### config.mk
export PLATFORM = sky130hd
export DESIGN_NAME = imem_loader
export DESIGN_NICKNAME = d
export VERILOG_FILES = /design/src/rtl/imem_loader.sv
export SDC_FILE = /design/constraint.sdc
export NUM_CORES = 1
export LEC_CHECK = 0
export BUFFER_PORTS_ARGS = -buffer_cell sky130_fd_sc_hd__clkbuf_2
export CORE_ASPECT_RATIO = 1.2
export CORE_MARGIN = 4
export CORE_UTILIZATION = 25
export CTS_CLUSTER_DIAMETER = 150
export DETAILED_ROUTE_END_ITERATION = 7
export HOLD_SLACK_MARGIN = 0.05
export PLACE_DENSITY_LB_ADDON = 0.05
export SLEW_MARGIN = 0
export SYNTH_ARGS = -nofsm -noshare
export SYNTH_HDL_FRONTEND = slang
export SYNTH_SLANG_ARGS = --single-unit
export TNS_END_PERCENT = 100
### constraint.sdc
create_clock -name clk -period 2 [get_ports clk]
set_input_delay 0.3 -clock clk [delete_from_list [all_inputs] [get_ports clk]]
set_output_delay 0.3 -clock clk [all_outputs]
set_load 0.03 [all_outputs]
### src/rtl/imem_loader.sv
// Byte-stream instruction memory loader.
// Session framing: a count byte (1..64 words), then 4 bytes per word sent
// little-endian, then one checksum byte that is the XOR of all data bytes.
// Assembled words go out on a registered write port. The CPU is held in
// reset until a session completes with a good checksum.
//
//   state | meaning
//   IDLE  | no session since reset, waiting for start
//   COUNT | waiting for the word-count byte
//   DATA  | collecting data bytes and writing whole words
//   CHECK | waiting for the checksum byte
//   DONE  | last session loaded cleanly; CPU released
//   ERR   | last session aborted (bad count or bad checksum)
module imem_loader #(
  parameter int N      = 32,
  parameter int ADDR_W = 6
) (
  input  logic              clk,
  input  logic              reset,
  input  logic              start,
  input  logic [7:0]        in_data,
  input  logic              in_valid,
  output logic              in_ready,
  output logic              mem_we,
  output logic [ADDR_W-1:0] mem_addr,
  output logic [N-1:0]      mem_wdata,
  output logic              busy,
  output logic              done,
  output logic              error,
  output logic              cpu_hold
);

  // One extra bit lets the word count and word index hold the full
  // depth (64) without wrapping.
  localparam int         IW      = ADDR_W + 1;
  localparam logic [8:0] MAX_CNT = 9'(2 ** ADDR_W);

  typedef enum logic [2:0] {
    IDLE  = 3'd0,
    COUNT = 3'd1,
    DATA  = 3'd2,
    CHECK = 3'd3,
    DONE  = 3'd4,
    ERR   = 3'd5
  } state_t;

  state_t        state;
  state_t        state_nx;
  logic [1:0]    lane;
  logic [N-9:0]  word_buf;
  logic [IW-1:0] word_idx;
  logic [IW-1:0] word_cnt;
  logic [7:0]    chksum;

  logic beat;
  logic can_start;
  logic cnt_ok;
  logic last_byte;
  logic last_word;

  assign in_ready  = (state == COUNT) || (state == DATA) || (state == CHECK);
  assign beat      = in_valid && in_ready;
  assign can_start = (state == IDLE) || (state == DONE) || (state == ERR);
  assign cnt_ok    = (in_data != 8'd0) && ({1'b0, in_data} <= MAX_CNT);
  assign last_byte = (lane == 2'd3);
  assign last_word = ((word_idx + IW'(1)) == word_cnt);

  // State register.
  always_ff @(posedge clk or negedge reset) begin
    if (!reset) state <= IDLE;
    else        state <= state_nx;
  end

  // Next-state decode; start is only honoured outside a session.
  always_comb begin
    state_nx = state;
    case (state)
      IDLE, DONE, ERR: if (start) state_nx = COUNT;
      COUNT:           if (beat) state_nx = cnt_ok ? DATA : ERR;
      DATA:            if (beat && last_byte && last_word) state_nx = CHECK;
      CHECK:           if (beat) state_nx = (in_data == chksum) ? DONE : ERR;
      default:         state_nx = IDLE;
    endcase
  end

  // Status flags registered from the next state so they line up with it.
  always_ff @(posedge clk or negedge reset) begin
    if (!reset) begin
      busy     <= 1'b0;
      done     <= 1'b0;
      error    <= 1'b0;
      cpu_hold <= 1'b1;
    end else begin
      busy     <= (state_nx == COUNT) || (state_nx == DATA) || (state_nx == CHECK);
      done     <= (state_nx == DONE);
      error    <= (state_nx == ERR);
      cpu_hold <= (state_nx != DONE);
    end
  end

  // Byte assembly, checksum and memory write port. Earlier bytes shift
  // down through word_buf so the fourth byte lands on top of the word.
  always_ff @(posedge clk or negedge reset) begin
    if (!reset) begin
      lane      <= 2'd0;
      word_buf  <= '0;
      word_idx  <= '0;
      word_cnt  <= '0;
      chksum    <= 8'd0;
      mem_we    <= 1'b0;
      mem_addr  <= '0;
      mem_wdata <= '0;
    end else begin
      mem_we <= 1'b0;
      if (start && can_start) begin
        lane     <= 2'd0;
        word_idx <= '0;
        chksum   <= 8'd0;
      end else if (beat) begin
        case (state)
          COUNT: word_cnt <= in_data[IW-1:0];
          DATA: begin
            chksum <= chksum ^ in_data;
            if (last_byte) begin
              mem_we    <= 1'b1;
              mem_addr  <= word_idx[ADDR_W-1:0];
              mem_wdata <= {in_data, word_buf};
              word_idx  <= word_idx + IW'(1);
              lane      <= 2'd0;
            end else begin
              word_buf <= {in_data, word_buf[N-9:8]};
              lane     <= lane + 2'd1;
            end
          end
          default: ;
        endcase
      end
    end
  end

endmodule
**Word-level counts from Yosys, hierarchy flattened**

Cells that the tools add are included.

- Logic and storage cells: 77
- Bits in registers: 94
- Bits of input ports: 12

- Eq/ne operators: 14
- Reduce and logical (&&, ||, !) cells: 22
- Bitwise operators: 3
- Order comparisons: 1
- Add/sub/neg operators: 2
- Mux-type cells: 22

Operator list:

| kind | number |
|---|---|
| 2-to-1 mux 7 bit | 4 |
| 2-to-1 mux 8 bit | 3 |
| 2-to-1 mux 3 bit | 5 |
| equality test 3 x 2 -> 1 bit (second input constant) | 4 |
| equality test 3 bit (second input constant) | 4 |
| one-hot mux 3 bit (4 select lines) | 1 |
| equality test 8 bit | 1 |
| <= comparator 8 x 7 -> 1 bit (second input constant) | 1 |
| 2-to-1 mux 2 bit | 4 |
| AND reduction 4 bit | 2 |
| nonzero test 8 bit | 1 |
| XOR 8 bit | 1 |
| adder 7 x 1 -> 7 bit (second input constant) | 1 |
| equality test 7 bit | 1 |
| equality test 3 x 1 -> 1 bit (second input constant) | 2 |
| logical OR 1 bit | 6 |
| AND reduction 3 bit | 2 |
| nonzero test 2 bit | 3 |
| logical AND 1 bit | 5 |
| 2-to-1 mux 1 bit | 5 |
| logical NOT 3 bit | 1 |
| inequality test 3 bit (second input constant) | 1 |
| OR reduction 3 bit | 1 |
| adder 2 x 1 -> 2 bit (second input constant) | 1 |
| other kinds (3) | 4 |

**Longest topological paths before layout**

- Depth after elaboration: 11
- Gate-level depth with buffers: 6
- Gate-level depth less buffers: 6

**Worst setup path before layout**

Ideal clock, no wire load.

- Kind: register to register
- Start: register word_idx[0]
- End: register done
- Buffers on the path: 0
- Cell stages (with the launch flop): 7
- Data arrival time: 1.770 ns
- Path slack: 0.110 ns
- Cells stage by stage: dfrtp_1 -> ha_1 -> nand3_1 -> xor3_1 -> nand2_1 -> or4_1 -> and3_1

- Longest elaborated chain between the ends: 6

Ends and longest elaborated chain:

| what | RTL line | RTL |
|---|---|---|
| start: declaration | 51 | `logic [IW-1:0] word_idx;` |
| start signal: assignment | 128 | `word_idx <= word_idx + IW'(1);` |
| adder 7 x 1 -> 7 bit | 66 | `assign last_word = ((word_idx + IW'(1)) == word_cnt);` |
| equality test 7 bit | 66 |  |
| logical AND 1 bit | 80 | `DATA: if (beat && last_byte && last_word) state_nx = CHECK;` |
| 2-to-1 mux 3 bit | 80 |  |
| one-hot mux 3 bit (4 select lines) | 77 | `case (state)` |
| equality test 3 bit | 95 | `done <= (state_nx == DONE);` |
| end signal: assignment | 95 |  |
| end: declaration | 28 | `output logic done,` |

Every way passes these cells.
A chain may end at the register's enable or synchronous reset.

**Final worst setup path**

- Start: register word_idx[1]
- End: register done

Same word-level chain as after synthesis.

==> impl_metrics.ini <==
[run_status]
outcome = completed

[placement]
io_buffer_count = 55
hpwl_um = 6970
place.gp.congestion = 0.733

[worst_hold_path]
hold_depth = 3
min_from = in_data[7]
min_path_type = in2reg
min_to = chksum[7]

[global_route]
grt.overflow.total = 0
antenna_found_initial = 0
grtUsageTotal = 0.123
grt_max_degree = 48
grt_pass1_vias = 3036
grt_pass1_wl_um = 16900

[timing]
final.setup_skew_ns = 0.00518
slew_violations = 0
worstMarginPinSlew_ns = 0.542
fin_hold_ws_ns = 0.274
finalCriticalPeriod_ns = 1.81
fmax_mhz = 551
setup_viol = 0
rsz0062_at_grt = no
period_share = 0.907
finalSetupTns_ns = 0
slew_headroom = 0.638
hold_viol_final = 0

[final_layout]
fin_nets = 464
fillers = 1704
area_growth_pct = 24.8
drive_gt1_frac = 0.306
diodes = 0

[setup_path]
path_buf_inv = 0
worst-endpoint-required_ns = 2.24
cp_slowest_stage_delay_ns = 0.56
r2r_start = word_idx[1]
crit_path_max_fanout = 5
r2r_cells = 6
cp_cell_sequence = ha_2 -> nand3_1 -> xor3_1 -> nand2_1 -> or4_4 -> and3_1
worst_ep_arrival_time_ns = 2.05
cp_slowest_cell = or4_4
crit_type = reg2reg
cp-start-kind = flip-flop
regToRegSetupSlack_ns = 0.19
crit_family = simple AND/OR/NAND/NOR gates
critPathCaptureType = flip-flop
reg2reg_to = done

[job]
max_cap_viol_count = 0

[floorplanning]
die-area_um2 = 18000
start_util = 0.255
coreArea_um2 = 15600
placementRows = 50
die_h_um = 146
die_w_um = 123
design.portCount = 56

[drt]
wire_per_inst_um = 15.5
vias_per_cell = 4.32
drt-total-wl_um = 10200
drtIter0Drc = 131
ant_nets = 0
num_vias = 2861
drc = 0
dr.pass1.iters = 4

[synthesis]
syn_inst = 377
ys_warn_count = 0
synth.distinct_cells = 41
async_flop_share = 1.00
synth.most_common_cell = nand2_1
syn-cell-area_um2 = 3990
synth_top_area_share = 0.584
synth_flop_cell = dfrtp_1
syn-num-nets = 391
synth_seq_area_share = 0.590
synth_edf_count = 0
synth.area.top_cells = dfrtp_1, nand2_1, mux2_2, o21ai_0, xnor2_1
synth_largest_area_cell = dfrtp_1
ys_ff_latch = 94
postSynthAreaPerCell_um2 = 10.6
synth_common_cells = nand2_1, dfrtp_1, mux2_2, o21ai_0, nor2_1

[clocking]
cts_tree = built
clk_latency_ns = 0.35
clkSlewWorstSetupHoldPaths_ns = 0.07
root_buffer = clkbuf_16
cts-htree-levels = 3
numCtsBuffers = 9
cts_sinks = 94
clk_path_buf_depth = 2

[power_and_ir_drop]
ir_drop_mv = 0.410
powerDensity_nw_per_um2 = 1010
power.total_mw = 5.00
p_clk_frac = 0.353
power.internal_mw = 3.62
p_leak_nw = 2.55
seqPwrFrac = 0.465
switching_share = 0.275
power.switching_mw = 1.38
comb_power_share = 0.182
power by group through the flow:
stage                     Clock, mW  Combinational [mW]  Sequential, mW
after floorplan                   0               0.571            2.37
after global placement            0               0.917            2.37
after detailed placement          0               0.924            2.36
after CTS                      1.84               0.930            2.33
after global routing           1.90                1.01            2.36
final                          1.77               0.909            2.33
worst reg2reg max path, stage by stage (launching register included):
cell     delay (ns)
dfrtp_1        0.35
ha_2           0.22
nand3_1        0.11
xor3_1         0.20
nand2_1        0.06
or4_4          0.56
and3_1         0.20
logic make-up after synthesis:
group           share of synthesized area
xor+xnor                           0.0515
simple gates                        0.193
flops                               0.590
mux                                0.0904
fa+ha+maj                         0.00628
buf+inv                            0.0198
compound gates                     0.0490
area by class of cell:
class	count	area, µm²	share of cell area
clock buffers	12	256	0.0516
clock inverters	3	43.8	0.00880
inverters	2	7.51	0.00151
multi-input cells	264	1570	0.315
flip-flops and latches	94	2360	0.474
well taps	208	260	0.0523
repair buffers	79	485	0.0976
placed cells by master, fill, tap and decap left out, types with 2 or more instances in the layout:
master	netlist	final
xnor2_1	11	11
nor2_1	16	15
nand2_1	132	131
nand3b_1	2	2
clkbuf_16	0	9
and3_1	3	3
xor3_1	2	2
dfrtp_2	0	2
buf_12	0	2
buf_4	1	22
dfrtp_1	93	91
clkbuf_2	0	54
nand3_1	7	7
xor2_1	7	7
o21ai_0	25	25
nand4_1	3	3
mux2_2	32	32
clkbuf_8	0	2
or4_4	1	2
nor4_1	2	2
worst max path at each step:
| stage | startpoint | end | slack, ns | cells after the start |
|---|---|---|---|---|
| after floorplan | word_idx[0] | done | 0.11 | 6 |
| after global placement | in_data[0] | done | -0.06 | 6 |
| after detailed placement | in_data[0] | done | -0.08 | 6 |
| after CTS | word_idx[1] | done | 0.05 | 6 |
| after global routing | word_idx[1] | done | 0.08 | 6 |
| final | word_idx[1] | done | 0.19 | 6 |
stage by stage:
stage	cell area, µm²	util	cells	worst slack (ns)
finish	4970	0.318	662	0.186
floorplan	3990	-	377	0.110
global route	4970	0.318	662	0.0765
detailed placement	4660	0.298	646	-0.0788
global placement	4660	0.298	646	-0.0648
CTS	4970	0.318	662	0.0512
timing repair:
action                                  in CTS  in global routing
endpoints found under the hold margin       26                  0
hold buffers                                 1                  0
endpoints found under the setup margin       0                  2
gates resized for setup                      0                  4
buffers inserted                             0                  0
per-layer routing:
layer | up-vias | global-route usage | wire (µm)
met3 | 13 | 0.0302 | 412
met4 | 0 | 0.0493 | 195
met5 | - | 0 | 0
li1 | 1393 | - | -
met2 | 49 | 0.195 | 4870
met1 | 1406 | 0.159 | 4770
flip-flops by register name, indices dropped and copies added, names as in the netlist, 2 cells and up:
signal     flops
word_buf      24
word_idx       7
word_cnt       7
mem_addr       6
mem_wdata     32
chksum         8
state          3
lane           2
No activity file was read; power rests on OpenSTA's default activity.
